===== config.mk =====
export PLATFORM = sky130hd
export DESIGN_NAME = zx_spi_master_flat
export DESIGN_NICKNAME = d
export VERILOG_FILES = /design/src/rtl/zx_spi_master_pkg.sv /design/src/rtl/cpu_bus.sv /design/src/rtl/zx_spi_shifter.sv /design/src/rtl/zx_spi_master.sv /design/src/flat_wrapper.sv
export SDC_FILE = /design/constraint.sdc
export NUM_CORES = 1
export LEC_CHECK = 0
export BUFFER_PORTS_ARGS = -buffer_cell sky130_fd_sc_hd__buf_2
export CAP_MARGIN = 10
export CORE_MARGIN = 2
export CORE_UTILIZATION = 58
export CTS_CLUSTER_SIZE = 10
export DETAILED_ROUTE_END_ITERATION = 7
export PLACE_DENSITY = 0.86
export SETUP_SLACK_MARGIN = 0.15
export SLEW_MARGIN = 15
export SYNTH_ARGS = -nofsm -noshare
export SYNTH_HDL_FRONTEND = slang
export SYNTH_SLANG_ARGS = --single-unit

===== constraint.sdc =====
create_clock -name clk28 -period 4 [get_ports clk28]
set_input_delay 0.8 -clock clk28 [delete_from_list [all_inputs] [get_ports clk28]]
set_output_delay 0.8 -clock clk28 [all_outputs]
set_load 0.05 [all_outputs]

===== src/rtl/zx_spi_master_pkg.sv =====
// Shared constants for the ZX SPI master: divider codes, control-register layout,
// default port addresses and the half-period reload helper.
package zx_spi_master_pkg;

    localparam logic [2:0] SPI_DIV_7M   = 3'd0;
    localparam logic [2:0] SPI_DIV_INIT = 3'd5;
    localparam logic [2:0] SPI_DIV_SLOW = 3'd7;

    localparam int CTRL_BUSY   = 7;
    localparam int CTRL_DIV_HI = 6;
    localparam int CTRL_DIV_LO = 4;

    localparam logic [7:0] PORT_DATA_DEF = 8'hEB;
    localparam logic [7:0] PORT_CTRL_DEF = 8'hE7;

    typedef enum logic {
        SH_IDLE,
        SH_XFER
    } sh_state_e;

    // Down-counter reload for one SCK half period: 2^(div+1) cycles, counted to zero.
    function automatic logic [7:0] half_reload(input logic [2:0] div);
        logic [8:0] h;
        h = (9'd2 << div) - 9'd1;
        return h[7:0];
    endfunction

endpackage


===== src/rtl/cpu_bus.sv =====
// ZX I/O bus signals as seen by port-mapped peripherals.
interface cpu_bus;
    logic [7:0] a;
    logic [7:0] d;
    logic       rd;
    logic       wr;
    logic       ioreq;

    modport slave (input a, input d, input rd, input wr, input ioreq);
endinterface


===== src/rtl/zx_spi_shifter.sv =====
// SPI mode-0 byte engine: half-period down-counter, bit sequencing, MOSI/MISO shifting.
// A start on the completion cycle chains the next byte with no idle gap.
module zx_spi_shifter
    import zx_spi_master_pkg::*;
(
    input  logic       clk28,
    input  logic       rst_n,
    input  logic       start,
    input  logic [7:0] tx,
    input  logic [2:0] div,
    input  logic       miso,
    output logic       done,
    output logic [7:0] rx,
    output logic       active,
    output logic       sck,
    output logic       mosi
);

    sh_state_e  state_q;
    logic [7:0] cnt_q;
    logic [3:0] half_q;
    logic [2:0] div_q;
    logic [7:0] tx_q;
    logic [7:0] sh_q;
    logic [7:0] rx_q;
    logic       sck_q;
    logic       mosi_q;

    assign active = (state_q == SH_XFER);
    assign done   = active && (cnt_q == 8'd0) && (half_q == 4'd15);
    assign rx     = rx_q;
    assign sck    = sck_q;
    assign mosi   = mosi_q;

    always_ff @(posedge clk28 or negedge rst_n) begin
        if (!rst_n) begin
            state_q <= SH_IDLE;
            cnt_q   <= 8'd0;
            half_q  <= 4'd0;
            div_q   <= 3'd0;
            tx_q    <= 8'd0;
            sh_q    <= 8'd0;
            rx_q    <= 8'hFF;
            sck_q   <= 1'b0;
            mosi_q  <= 1'b1;
        end else begin
            if (done)
                rx_q <= sh_q;
            if (start) begin
                state_q <= SH_XFER;
                div_q   <= div;
                cnt_q   <= half_reload(div);
                half_q  <= 4'd0;
                tx_q    <= tx;
                mosi_q  <= tx[7];
                sck_q   <= 1'b0;
            end else if (state_q == SH_XFER) begin
                if (cnt_q != 8'd0) begin
                    cnt_q <= cnt_q - 8'd1;
                end else begin
                    cnt_q  <= half_reload(div_q);
                    half_q <= half_q + 4'd1;
                    if (!half_q[0]) begin
                        sck_q <= 1'b1;
                        sh_q  <= {sh_q[6:0], miso};
                    end else begin
                        sck_q <= 1'b0;
                        if (half_q == 4'd15) begin
                            state_q <= SH_IDLE;
                            mosi_q  <= 1'b1;
                        end else begin
                            tx_q   <= {tx_q[6:0], 1'b0};
                            mosi_q <= tx_q[6];
                        end
                    end
                end
            end
        end
    end

endmodule


===== src/rtl/zx_spi_master.sv =====
// Port-mapped SPI master for the ZX I/O bus: access decode, control register,
// 1-deep TX holding buffer with read-ahead, and CPU read mux.
module zx_spi_master
    import zx_spi_master_pkg::*;
#(
    parameter int         N_CS      = 1,
    parameter logic [7:0] PORT_DATA = PORT_DATA_DEF,
    parameter logic [7:0] PORT_CTRL = PORT_CTRL_DEF,
    parameter logic [2:0] DIV_RESET = SPI_DIV_7M
) (
    input  logic            clk28,
    input  logic            rst_n,
    input  logic            en,
    cpu_bus.slave           bus,
    output logic [7:0]      d_out,
    output logic            d_out_active,
    input  logic            spi_miso,
    output logic            spi_mosi,
    output logic            spi_sck,
    output logic [N_CS-1:0] spi_cs_n,
    output logic            busy
);

    logic            data_acc_q, ctrl_acc_q;
    logic [N_CS-1:0] cs_n_q;
    logic [2:0]      div_q;
    logic            pend_q, pend_d;
    logic [7:0]      hold_q, hold_d;
    logic [7:0]      d_out_q;
    logic            act_q;

    logic       sh_start, sh_done, sh_active;
    logic [7:0] sh_tx, sh_rx;

    logic data_cs, ctrl_cs, data_acc, ctrl_acc, data_det, ctrl_det, is_rd;
    logic start_hold, start_new;
    logic [7:0] tx_byte, ctrl_val;
    logic [3:0] cs_pad;

    assign data_cs  = en & bus.ioreq & (bus.a == PORT_DATA);
    assign ctrl_cs  = en & bus.ioreq & (bus.a == PORT_CTRL);
    assign data_acc = data_cs & (bus.rd | bus.wr);
    assign ctrl_acc = ctrl_cs & (bus.rd | bus.wr);
    assign data_det = data_acc & ~data_acc_q;
    assign ctrl_det = ctrl_acc & ~ctrl_acc_q;
    assign is_rd    = bus.rd & ~bus.wr;
    assign tx_byte  = bus.wr ? bus.d : 8'hFF;

    assign busy = sh_active | pend_q;

    // An access landing on the completion cycle still counts as busy and goes to the holding buffer.
    assign start_hold = pend_q & (~sh_active | sh_done);
    assign start_new  = data_det & ~sh_active & ~pend_q;
    assign sh_start   = start_hold | start_new;
    assign sh_tx      = start_hold ? hold_q : tx_byte;

    always_comb begin
        pend_d = pend_q;
        hold_d = hold_q;
        if (start_hold)
            pend_d = 1'b0;
        if (data_det & ~start_new) begin
            pend_d = 1'b1;
            hold_d = tx_byte;
        end
    end

    always_comb begin
        cs_pad           = 4'hF;
        cs_pad[N_CS-1:0] = cs_n_q;
    end

    assign ctrl_val = {busy, div_q, cs_pad};

    always_ff @(posedge clk28 or negedge rst_n) begin
        if (!rst_n) begin
            data_acc_q <= 1'b0;
            ctrl_acc_q <= 1'b0;
            cs_n_q     <= {N_CS{1'b1}};
            div_q      <= DIV_RESET;
            pend_q     <= 1'b0;
            hold_q     <= 8'hFF;
            d_out_q    <= 8'h00;
            act_q      <= 1'b0;
        end else begin
            data_acc_q <= data_acc;
            ctrl_acc_q <= ctrl_acc;
            pend_q     <= pend_d;
            hold_q     <= hold_d;
            if (ctrl_det & bus.wr) begin
                cs_n_q <= bus.d[N_CS-1:0];
                div_q  <= bus.d[CTRL_DIV_HI:CTRL_DIV_LO];
            end
            if (ctrl_det & is_rd)
                d_out_q <= ctrl_val;
            if (data_det & is_rd)
                d_out_q <= sh_rx;
            act_q <= ((data_det | ctrl_det) & is_rd) | (act_q & (data_cs | ctrl_cs) & bus.rd);
        end
    end

    assign d_out        = d_out_q;
    assign d_out_active = act_q & en;
    assign spi_cs_n     = cs_n_q;

    zx_spi_shifter u_shifter (
        .clk28  (clk28),
        .rst_n  (rst_n),
        .start  (sh_start),
        .tx     (sh_tx),
        .div    (div_q),
        .miso   (spi_miso),
        .done   (sh_done),
        .rx     (sh_rx),
        .active (sh_active),
        .sck    (spi_sck),
        .mosi   (spi_mosi)
    );

endmodule


===== src/flat_wrapper.sv =====
// flat-port wrapper written by rule: the top's interface ports become plain ports
module zx_spi_master_flat import zx_spi_master_pkg::*;
#(
    parameter int         N_CS      = 1,
    parameter logic [7:0] PORT_DATA = PORT_DATA_DEF,
    parameter logic [7:0] PORT_CTRL = PORT_CTRL_DEF,
    parameter logic [2:0] DIV_RESET = SPI_DIV_7M
)
  (clk28, rst_n, en, d_out, d_out_active, spi_miso, spi_mosi, spi_sck, spi_cs_n, busy, bus_a, bus_d, bus_rd, bus_wr, bus_ioreq);
  cpu_bus bus_i ();
  input  logic clk28;
  input  logic rst_n;
  input  logic en;
  output logic [7:0] d_out;
  output logic d_out_active;
  input  logic spi_miso;
  output logic spi_mosi;
  output logic spi_sck;
  output logic [N_CS-1:0] spi_cs_n;
  output logic busy;
  input wire logic [$bits(bus_i.a)-1:0] bus_a;
  input wire logic [$bits(bus_i.d)-1:0] bus_d;
  input wire logic [$bits(bus_i.rd)-1:0] bus_rd;
  input wire logic [$bits(bus_i.wr)-1:0] bus_wr;
  input wire logic [$bits(bus_i.ioreq)-1:0] bus_ioreq;
  assign bus_i.a = bus_a;
  assign bus_i.d = bus_d;
  assign bus_i.rd = bus_rd;
  assign bus_i.wr = bus_wr;
  assign bus_i.ioreq = bus_ioreq;
  zx_spi_master #(.N_CS(N_CS), .PORT_DATA(PORT_DATA), .PORT_CTRL(PORT_CTRL), .DIV_RESET(DIV_RESET)) u_core (.clk28(clk28), .rst_n(rst_n), .en(en), .bus(bus_i), .d_out(d_out), .d_out_active(d_out_active), .spi_miso(spi_miso), .spi_mosi(spi_mosi), .spi_sck(spi_sck), .spi_cs_n(spi_cs_n), .busy(busy));
endmodule

# ---- Word level (Yosys, flattened, before mapping)
# Index checks and enable logic that the tools add are counted.
dict set report classes {
  n_reduce_logical 12
  addsub 4
  shifts 2
  n_bitwise 35
  eq_ne 5
  mux 31
}
# operator n
set ops {}
lappend ops {{2-to-1 mux 8 bit} 7}
lappend ops {{2-to-1 mux 7 bit} 5}
lappend ops {{subtractor 8 x 1 -> 8 bit (second input constant)} 3}
lappend ops {{AND 1 bit} 19}
lappend ops {{equality test 8 bit (second input constant)} 2}
lappend ops {{2-to-1 mux 1 bit} 16}
lappend ops {{<< shifter 2 x 3 -> 8 bit (first input constant)} 2}
lappend ops {{2-to-1 mux 4 bit} 3}
lappend ops {{NOT 1 bit} 9}
lappend ops {{logical NOT 8 bit} 1}
lappend ops {{AND reduction 4 bit} 2}
lappend ops {{nonzero test 2 bit} 4}
lappend ops {{nonzero test 8 bit} 1}
lappend ops {{OR 1 bit} 7}
lappend ops {{adder 4 x 1 -> 4 bit (second input constant)} 1}
lappend ops {{equality test 4 bit (second input constant)} 1}
lappend ops {{inequality test 2 x 1 -> 1 bit (second input constant)} 2}
lappend ops {{AND reduction 3 bit} 1}
lappend ops {{logical AND 1 bit} 2}
lappend ops {{AND reduction 2 bit} 1}
dict set report totals {
  in_bits 23
  reg_bits 65
  elab_cells 106
  out_inout_bits 13
}

# ---- Longest topological paths before layout
# Gate-level depths: netlist of the first run.
dict set report depth {
  depth_word 9
  depth_mapped 13
}

# ---- Cells and area by module
# Synthesis of the first run repeated with hierarchy kept, for this count alone.
dict set report unflattened {
  hier_cells 293
  hier_area_um2 3392.0
}
# module seq_area_each_um2 cells_per_inst n_inst area_each_um2
set by_module_without_submodules {}
lappend by_module_without_submodules {zx_spi_shifter 1012.2 191 1 2124.5}
lappend by_module_without_submodules {zx_spi_master 611.8 102 1 1267.5}

# ---- Worst setup path after synthesis of the first run
# Ideal clock, no wire load.
dict set report synth_timing {
  path_type {in2reg}
  start {input port bus_a[2]}
  end {register u_core.u_shifter.cnt_q[6]}
  setup_slack_ns 0.943
  setup_ns 0.137
  path_buffers 2
  path_stages 12
  arrival_ns 2.920
  path_cell_list {nor3b_1 > nor4b_4 > a21o_4 > buf_2 > buf_2 > nor2_1 > a21oi_1 > ha_1 > inv_1 > a211oi_1 > xnor2_1 > o21ai_1}
}
dict set report synth_via {
  elab_chain_len 8
  elab_cells_between_ends 9
}
# element line_no
set synth_lines {}
lappend synth_lines {{start: declaration} flat_wrapper.sv:21} ;# input wire logic [$bits(bus_i.a)-1:0] bus_a;
lappend synth_lines {{equality test 8 bit (*)} zx_spi_master.sv:40} ;# assign data_cs = en & bus.ioreq & (bus.a == PORT_DATA);
lappend synth_lines {{AND 1 bit (*)} zx_spi_master.sv:40}
lappend synth_lines {{AND 1 bit (*)} zx_spi_master.sv:42} ;# assign data_acc = data_cs & (bus.rd | bus.wr);
lappend synth_lines {{AND 1 bit (*)} zx_spi_master.sv:44} ;# assign data_det = data_acc & ~data_acc_q;
lappend synth_lines {{AND 1 bit (*) (2 in series)} zx_spi_master.sv:53} ;# assign start_new = data_det & ~sh_active & ~pend_q;
lappend synth_lines {{OR 1 bit (*)} zx_spi_master.sv:54} ;# assign sh_start = start_hold | start_new;
lappend synth_lines {{2-to-1 mux 8 bit / nonzero test 2 bit (equally long branches)} n/a}
lappend synth_lines {{end signal: assignment} zx_spi_shifter.sv:52} ;# cnt_q <= half_reload(div);
lappend synth_lines {{end signal: assignment} zx_spi_shifter.sv:59} ;# cnt_q <= cnt_q - 8'd1;
lappend synth_lines {{end signal: assignment} zx_spi_shifter.sv:61} ;# cnt_q <= half_reload(div_q);
lappend synth_lines {{end: declaration} zx_spi_shifter.sv:20} ;# logic [7:0] cnt_q;
# Mark *: on every way between the ends. The rest lies on a longest branch, timed or not.
# A chain may end at the register's enable or synchronous reset.

# ---- Worst setup path after layout of the first run
# Ends and elaborated chain as after synthesis.

==> reports/metrics.yaml, run 1 <==
outcome: "finished clean"
clock.fmax_mhz: 341
p_sw_frac: 0.298
synth_area_um2: 3240
io_buffers: 35
cp_max_fo: 23
skew_ns: 0.00756
drive_gt1_frac: 0.313
cts_root_buf: "clkbuf_8"
drv_cap: 0
rrSetupSlack_ns: 1.10
setup_viol: 0
rows: 27
cellPowerDensity_nw_per_um2: 438
mostFrequentLayoutCells: "nand2_1, dfrtp_1, buf_2"
place.gp.congestion: 0.937
ys_types: 49
synth_edf_count: 0
worst_slack_ns: 1.07
track_usage: 0.244
finalSetupTns_ns: 0
antenna_found_initial: 0
core_um2: 5440
maxSlewViolCount: 0
synth-simple-area-share: 0.194
power_switching_uw: 474
worstSetupStartpointType: "input pin"
synth-adder-area-share: 0.00772
hpwlAfterDp_um: 4730
overflow: 0
yosysWarnings: 0
initial_core_util: 0.596
place_ws_ns: 0.779
crit_path_top_delay_cell: "nor4b_4"
fp.dieW_um: 78.7
arrival_ns: 3.15
postRouteAntennaNets: 0
share_seq_of_total_power: 0.463
grt_start_max_net_pins: 39
wire_per_inst_um: 16.3
synth-seq-area-share: 0.501
reg2regPathDepth: 11
fin_crit_sh: 0.733
ioPinCount: 36
cp.required_ns: 4.21
synth-main-ff-cell: "dfrtp_1"
grt_use_met1: 0.336
rr_endpoint: "u_core.u_shifter.cnt_q[6]"
via_per_inst: 5.87
holdBufCountCts: 0
cts_post_setup_buffers_inserted: 0
async_flop_share: 1.00
cts_num_sinks: 64
fin_nets: 372
antenna_cells: 0
combPwrFrac: 0.198
cp-endpoint: "u_core.u_shifter.cnt_q[6]"
hp-class: "reg2reg"
route.detailed.drc: 0
clock_latency_ns: 0.35
synth-xor-area-share: 0.0162
critPathKind: "in2reg"
final_core_util: 0.669
worst_pin_slew_ns: 0.863
cts_tree: "built"
period_needed_ns: 2.93
cp.buffers_inverters: 2
wl_um: 6900
hold_slack_ns: 0.472
ys_ff_latch: 64
synth_top_family_by_area: "simple AND/OR/NAND/NOR gates"
leakage_uw: 0.00166
h-tree-depth: 3
cp_top_family: "simple AND/OR/NAND/NOR gates"
die_h_um: 78.7
syn_inst: 316
synth_compound_gate_area_share: 0.140
grt_pass1_wl_um: 11600
cts.path.max_buffers: 2
die_area_um2: 6200
synthMuxAreaShare: 0.115
p_int_uw: 1120
hold_viol: 0
cts-resized-gates: 0
grt_use_met2: 0.368
p_clk_frac: 0.340
cts_buffers: 9
critPathLaunch: "bus_a[2]"
rsz0062_at_grt: "no"
drt-pass1-iter-count: 5
slew_headroom: 0.424
vdd_drop_max_mv: 0.242
final_common_cell: "nand2_1"
vias: 2484
dr.first_iter.drc_count: 244
rr_startpoint: "u_core.u_shifter.cnt_q[7]"
cp.depth: 11
grt_use_met3: 0.0591
syn2layout_area_growth_pct: 12.2
synth_nets: 341
crit_path_cell_trace: "buf_2 -> nor3b_1 -> nor4b_4 -> a21o_4 -> nor2_1 -> a21oi_1 -> ha_1 -> inv_1 -> a211oi_1 -> xnor2_1 -> o21ai_1"
end_kind: "flip-flop"
syn_avg_cell_area_um2: 10.3
grt_pass1_vias: 2392
path_clk_slew_ns: 0.07
critPathMaxStageDelay_ns: 0.55
top_usage_layer: "met2"
## sequential cells by signal (all words and copies together), names as in the netlist
| name | cells |
|---|---|
| u_core.d_out | 8 |
| u_core.hold_q | 8 |
| u_core.u_shifter.cnt_q | 8 |
| u_core.u_shifter.rx | 8 |
| u_core.u_shifter.sh_q | 8 |
| u_core.u_shifter.tx_q | 7 |
| u_core.u_shifter.half_q | 4 |
| u_core.div_q | 3 |
| u_core.u_shifter.div_q | 3 |
| u_core.act_q | 1 |
| u_core.ctrl_acc_q | 1 |
| u_core.data_acc_q | 1 |
| u_core.pend_q | 1 |
| u_core.spi_cs_n | 1 |
| u_core.u_shifter.active | 1 |
| u_core.u_shifter.mosi | 1 |
## kinds of logic after synthesis
logic type | count (synthesis)
adders and majority gates | 2
and+or+nand+nor | 121
xor gates and xnor gates | 6
buffers and inverters | 20
DFF | 64
muxes | 33
AOI/OAI and AO/OA | 70
## layout make-up
| type | count | area [µm²] |
|---|---|---|
| sequential | 64 | 1620 |
| tap | 72 | 90.1 |
| clock inverter | 4 | 45.0 |
| fill | 425 | 1800 |
| inverter | 3 | 11.3 |
| timing repair buffer | 37 | 190 |
| clock buffer | 11 | 141 |
| multi-input combinational | 232 | 1530 |
## per-layer routing
layer | vias up | share of wire
li1 | 1176 | -
met1 | 1222 | 0.45
met2 | 72 | 0.48
met3 | 14 | 0.049
met4 | 0 | 0.017
met5 | - | 0
## cell usage after synthesis, drive strengths merged, types with 2 or more instances
library cell / instances / area (µm²)
a21oi: 16 / 83.8
a22oi: 3 / 22.5
a31oi: 6 / 43.8
and2: 2 / 12.5
and3: 2 / 12.5
buf: 5 / 25.0
clkbuf: 12 / 45.0
dfrtp: 46 / 1150
dfstp: 18 / 473
ha: 2 / 25.0
inv: 3 / 11.3
mux2: 29 / 330
mux2i: 4 / 43.8
nand2: 47 / 176
nand2b: 3 / 18.8
nand3: 5 / 25.0
nand4: 5 / 31.3
nand4b: 5 / 43.8
nor2: 24 / 90.1
nor2b: 10 / 62.6
nor3: 4 / 20.0
nor3b: 3 / 27.5
nor4: 2 / 12.5
nor4b: 2 / 47.6
o21a: 2 / 15.0
o21ai: 30 / 150
o22a: 3 / 26.3
or2: 3 / 18.8
or3: 2 / 12.5
xnor2: 4 / 35.0
xor2: 2 / 17.5
## stage by stage
step                area (µm²)  std cells  power (µW)
floorplan                 3240        316         983
finish                    3640        423        1590
CTS                       3640        423        1600
global route              3640        423        1660
detailed placement        3450        408        1060
global placement          3450        408        1050
## how the worst min path moves through the flow
stage | startpoint | endpoint | slack [ns] | depth (start not counted)
after floorplan | u_core.hold_q[7] | u_core.hold_q[7] | 0.46 | 2
after global placement | u_core.d_out[5] | u_core.d_out[5] | 0.45 | 2
after detailed placement | u_core.d_out[4] | u_core.d_out[4] | 0.46 | 2
after CTS | u_core.d_out[0] | u_core.d_out[0] | 0.47 | 2
after global routing | u_core.d_out[4] | u_core.d_out[4] | 0.49 | 2
final | u_core.d_out[0] | u_core.d_out[0] | 0.47 | 2
## tightest hold or removal path: stages, from the launching register on
cell     delay [ns]
dfrtp_1        0.34
nand2_1        0.06
nand2_1        0.05
## power by group through the flow
stage,registers [µW],logic [µW],clock network (µW)
2_1_floorplan,743,240,0
5_1_grt,741,350,572
4_1_cts,735,312,548
3_3_place_gp,743,303,0
6_report,736,314,541
3_5_place_dp,746,310,0
Power figures use the tool's default switching activity.
==> inputs of run 2 (changes only) <==
--- a/config.mk
+++ b/config.mk
@@ -5,13 +5,14 @@
 export SDC_FILE = /design/constraint.sdc
 export NUM_CORES = 1
 export LEC_CHECK = 0
+export ABC_AREA = 1
 export BUFFER_PORTS_ARGS = -buffer_cell sky130_fd_sc_hd__buf_2
 export CAP_MARGIN = 10
 export CORE_MARGIN = 2
-export CORE_UTILIZATION = 58
+export CORE_UTILIZATION = 53
 export CTS_CLUSTER_SIZE = 10
 export DETAILED_ROUTE_END_ITERATION = 7
-export PLACE_DENSITY = 0.86
+export PLACE_DENSITY = 0.83
 export SETUP_SLACK_MARGIN = 0.15
 export SLEW_MARGIN = 15
 export SYNTH_ARGS = -nofsm -noshare
==> constraint.sdc (replaced) <==
create_clock -name clk28 -period 2.6 [get_ports clk28]
set_input_delay 0.52 -clock clk28 [delete_from_list [all_inputs] [get_ports clk28]]
set_output_delay 0.52 -clock clk28 [all_outputs]
set_load 0.05 [all_outputs]
==> run 2 against run 1 <==
  * Via count rose by 12%
  * Global-route usage is 1.9 points lower
  * Non-clock buffer count up 4
  * Critical path type is now reg2reg
==> reports/metrics.yaml, run 2 <==
end_kind: "flip-flop"  # unchanged
leakage_uw: 0.00178  # was 0.00166 µW
synth.area.top_cells: "dfrtp_1, dfstp_2, nand2_1"  # was dfrtp_1, dfstp_2, mux2_2
rows: 28  # was 27
dr.first_iter.drc_count: 241  # was 244
grt_pass1_vias: 2511  # was 2392
place.gp.congestion: 0.903  # was 0.937
postRouteAntennaNets: 0  # unchanged
cellPowerDensity_nw_per_um2: 552  # was 438 nW/µm²
fp.dieW_um: 82.2  # was 78.7 µm
setup_viol: 0  # unchanged
grt_pass1_wl_um: 11400  # was 11600 µm
die_area_um2: 6750  # was 6200 µm²
track_usage: 0.225  # was 0.244
crit_path_top_delay_cell: "dfrtp_1"  # was nor4b_4
antenna_cells: 0  # unchanged
wl_um: 7110  # was 6900 µm
critPathMaxStageDelay_ns: 0.39  # was 0.55 ns
syn_avg_cell_area_um2: 8.10  # was 10.3 µm²
async_flop_share: 1.00  # unchanged
fin_nets: 467  # was 372
grt_start_max_net_pins: 37  # was 39
clock_latency_ns: 0.35  # about the same
drt-pass1-iter-count: 4  # was 5
slew_headroom: 0.536  # was 0.424
wire_per_inst_um: 13.6  # was 16.3 µm
placed_area_um2: 3480  # was 3450 µm²
cts_tree: "built"  # unchanged
synth-seq-area-share: 0.501  # unchanged
critPathKind: "reg2reg"  # was in2reg
outcome: "finished clean"  # unchanged
core_um2: 5920  # was 5440 µm²
skew_ns: 0.00573  # was 0.00756 ns
initial_core_util: 0.547  # was 0.596
path_clk_slew_ns: 0.07  # about the same
finalSetupTns_ns: 0  # unchanged
die_h_um: 82.2  # was 78.7 µm
yosysMostFrequentCell: "nand2_1"  # unchanged
cts_root_buf: "clkbuf_8"  # unchanged
via_per_inst: 5.35  # was 5.87
cts.path.max_buffers: 2  # unchanged
syn2layout_area_growth_pct: 15.0  # was 12.2%
fin_crit_sh: 0.848
io_buffers: 35  # unchanged
cts_num_sinks: 64  # unchanged
yosysWarnings: 0  # unchanged
vias: 2793  # was 2484
cts_buffers: 9  # unchanged
crit_path_cell_trace: "inv_1 -> nand2_1 -> nor2_1 -> nand2_2 -> o21bai_1 -> nand2_2 -> nand2_8 -> nand2_1 -> nand2_1 -> inv_1 -> ha_1 -> inv_1 -> nor2_2 -> o21ai_0 -> o21ai_0"  # was buf_2 -> nor3b_1 -> nor4b_4 -> a21o_4 -> nor2_1 -> a21oi_1 -> ha_1 -> inv_1 -> a211oi_1 -> xnor2_1 -> o21ai_1
clock.fmax_mhz: 453
route.detailed.drc: 0  # unchanged
netlist_top_cells_count: "nand2_1, o21ai_0, dfrtp_1"  # was nand2_1, dfrtp_1, mux2_2
hold_slack_ns: 0.210  # was 0.472 ns
syn_inst: 400  # was 316
period_needed_ns: 2.21
rsz0062_at_grt: "no"  # unchanged
synth-main-ff-cell: "dfrtp_1"  # unchanged
antenna_found_initial: 0  # unchanged
drive_gt1_frac: 0.219  # was 0.313
synth_nets: 425  # was 341
mostFrequentLayoutCells: "nand2_1, o21ai_0, dfrtp_1"  # was nand2_1, dfrtp_1, buf_2
h-tree-depth: 3  # unchanged
yosysTopAreaCell: "dfrtp_1"  # unchanged
synth_area_um2: 3240  # unchanged
hp-class: "in2async"  # was reg2reg
ys_ff_latch: 64  # unchanged
arrival_ns: 2.43  # was 3.15 ns
worstSetupStartpointType: "flip-flop"  # was input pin
drv_cap: 0  # unchanged
synth_edf_count: 0  # unchanged
hpwlAfterDp_um: 5170  # was 4730 µm
cp.required_ns: 2.82  # was 4.21 ns
cp_max_fo: 17  # was 23
worst_pin_slew_ns: 0.697  # was 0.863 ns
synth_top_cell_area_share: 0.355  # unchanged
ioPinCount: 36  # unchanged
final_common_cell: "nand2_1"  # unchanged
vdd_drop_max_mv: 0.337  # was 0.242 mV
overflow: 0  # unchanged
hold_viol: 0  # unchanged
fin_area_um2: 3720  # was 3640 µm²
maxSlewViolCount: 0  # unchanged
ys_types: 38  # was 49
==> run 2: changes by cell type after synthesis, moves of 5 or more <==
cell	before	now
clkbuf_1	12	4
inv_1	3	41
mux2_2	28	1
nand2_1	47	109
nand3_1	5	21
nand4b_1	5	0
nor2_1	24	40
nor2_2	0	5
nor2b_1	10	0
o21ai_0	25	47
==> run 2: timing repair <==
action,in CTS,in global routing
hold buffers,0,0
endpoints found under the setup margin,0,11
gates resized for setup,0,2
setup buffers,0,2
==> run 2: final timing paths <==
kind                                           start                         to  slack (ns)  cells past startpoint
max                        u_core.u_shifter.cnt_q[6]  u_core.u_shifter.cnt_q[2]        0.39                     15
min                                            rst_n               u_core.act_q        0.21                      1
max reg2reg                u_core.u_shifter.cnt_q[6]  u_core.u_shifter.cnt_q[2]        0.39                     15
min reg2reg                          u_core.d_out[7]            u_core.d_out[7]        0.49                      2
max in group asynchronous                      rst_n      u_core.u_shifter.mosi        1.70                      2
min in group clk28                          spi_miso   u_core.u_shifter.sh_q[0]        0.42                      3
==> run 2: stage by stage <==
step / worst slack (ns) / utilization / instances / total power (µW)
floorplan: 0.187 / - / 400 / 1060
global placement: 0.333 / 0.587 / 504 / 1110
global route: 0.178 / 0.629 / 522 / 2120
CTS: 0.182 / 0.625 / 520 / 2060
finish: 0.394 / 0.629 / 522 / 2060
detailed placement: 0.203 / 0.587 / 504 / 1110
==> run 2: report_power, final <==
part / total (µW) / internal [µW] / switching (µW)
sequential: 1010 / 1010 / 4.50
combinational: 79.1 / 25.9 / 53.3
clock: 965 / 570 / 395
==> run 2: metal layers <==
| metal | up-vias | routed length, µm | GRT usage | part of all wire |
|---|---|---|---|---|
| met5 | - | 0 | 0 | 0 |
| met4 | 0 | 227 | 0.133 | 0.032 |
| met1 | 1314 | 3250 | 0.297 | 0.46 |
| li1 | 1381 | - | - | - |
| met2 | 78 | 3270 | 0.352 | 0.46 |
| met3 | 20 | 365 | 0.0359 | 0.051 |
==> run 2: layout make-up <==
cell class | instances | area (µm²)
Sequential cell | 64 | 1630
Fill cell | 494 | 2200
Clock inverter | 4 | 77.6
Tap cell | 75 | 93.8
Clock buffer | 12 | 145
Inverter | 45 | 169
Multi-Input combinational cell | 281 | 1380
Timing Repair Buffer | 41 | 233
==> run 2: cells by family (layout without fill, tap and decap cells) <==
family	count (synthesis)	count (layout)	synth area share
buffers and inverters	55	102	0.0749
flip-flops	64	64	0.501
XOR/XNOR	2	2	0.00541
adder cells (fa/ha/maj)	2	2	0.00772
AND/OR/NAND/NOR	192	192	0.262
multiplexers	1	1	0.00348
AO/OA/AOI/OAI	84	84	0.145
==> run 2: critical path: cells and delay by family, from the launching register on <==
kind / cells / cell delay, ns
compound gates: 3 / 0.45
simple gates: 8 / 0.86
buf+inv: 3 / 0.18
fa+ha+maj: 1 / 0.19
flops: 1 / 0.39
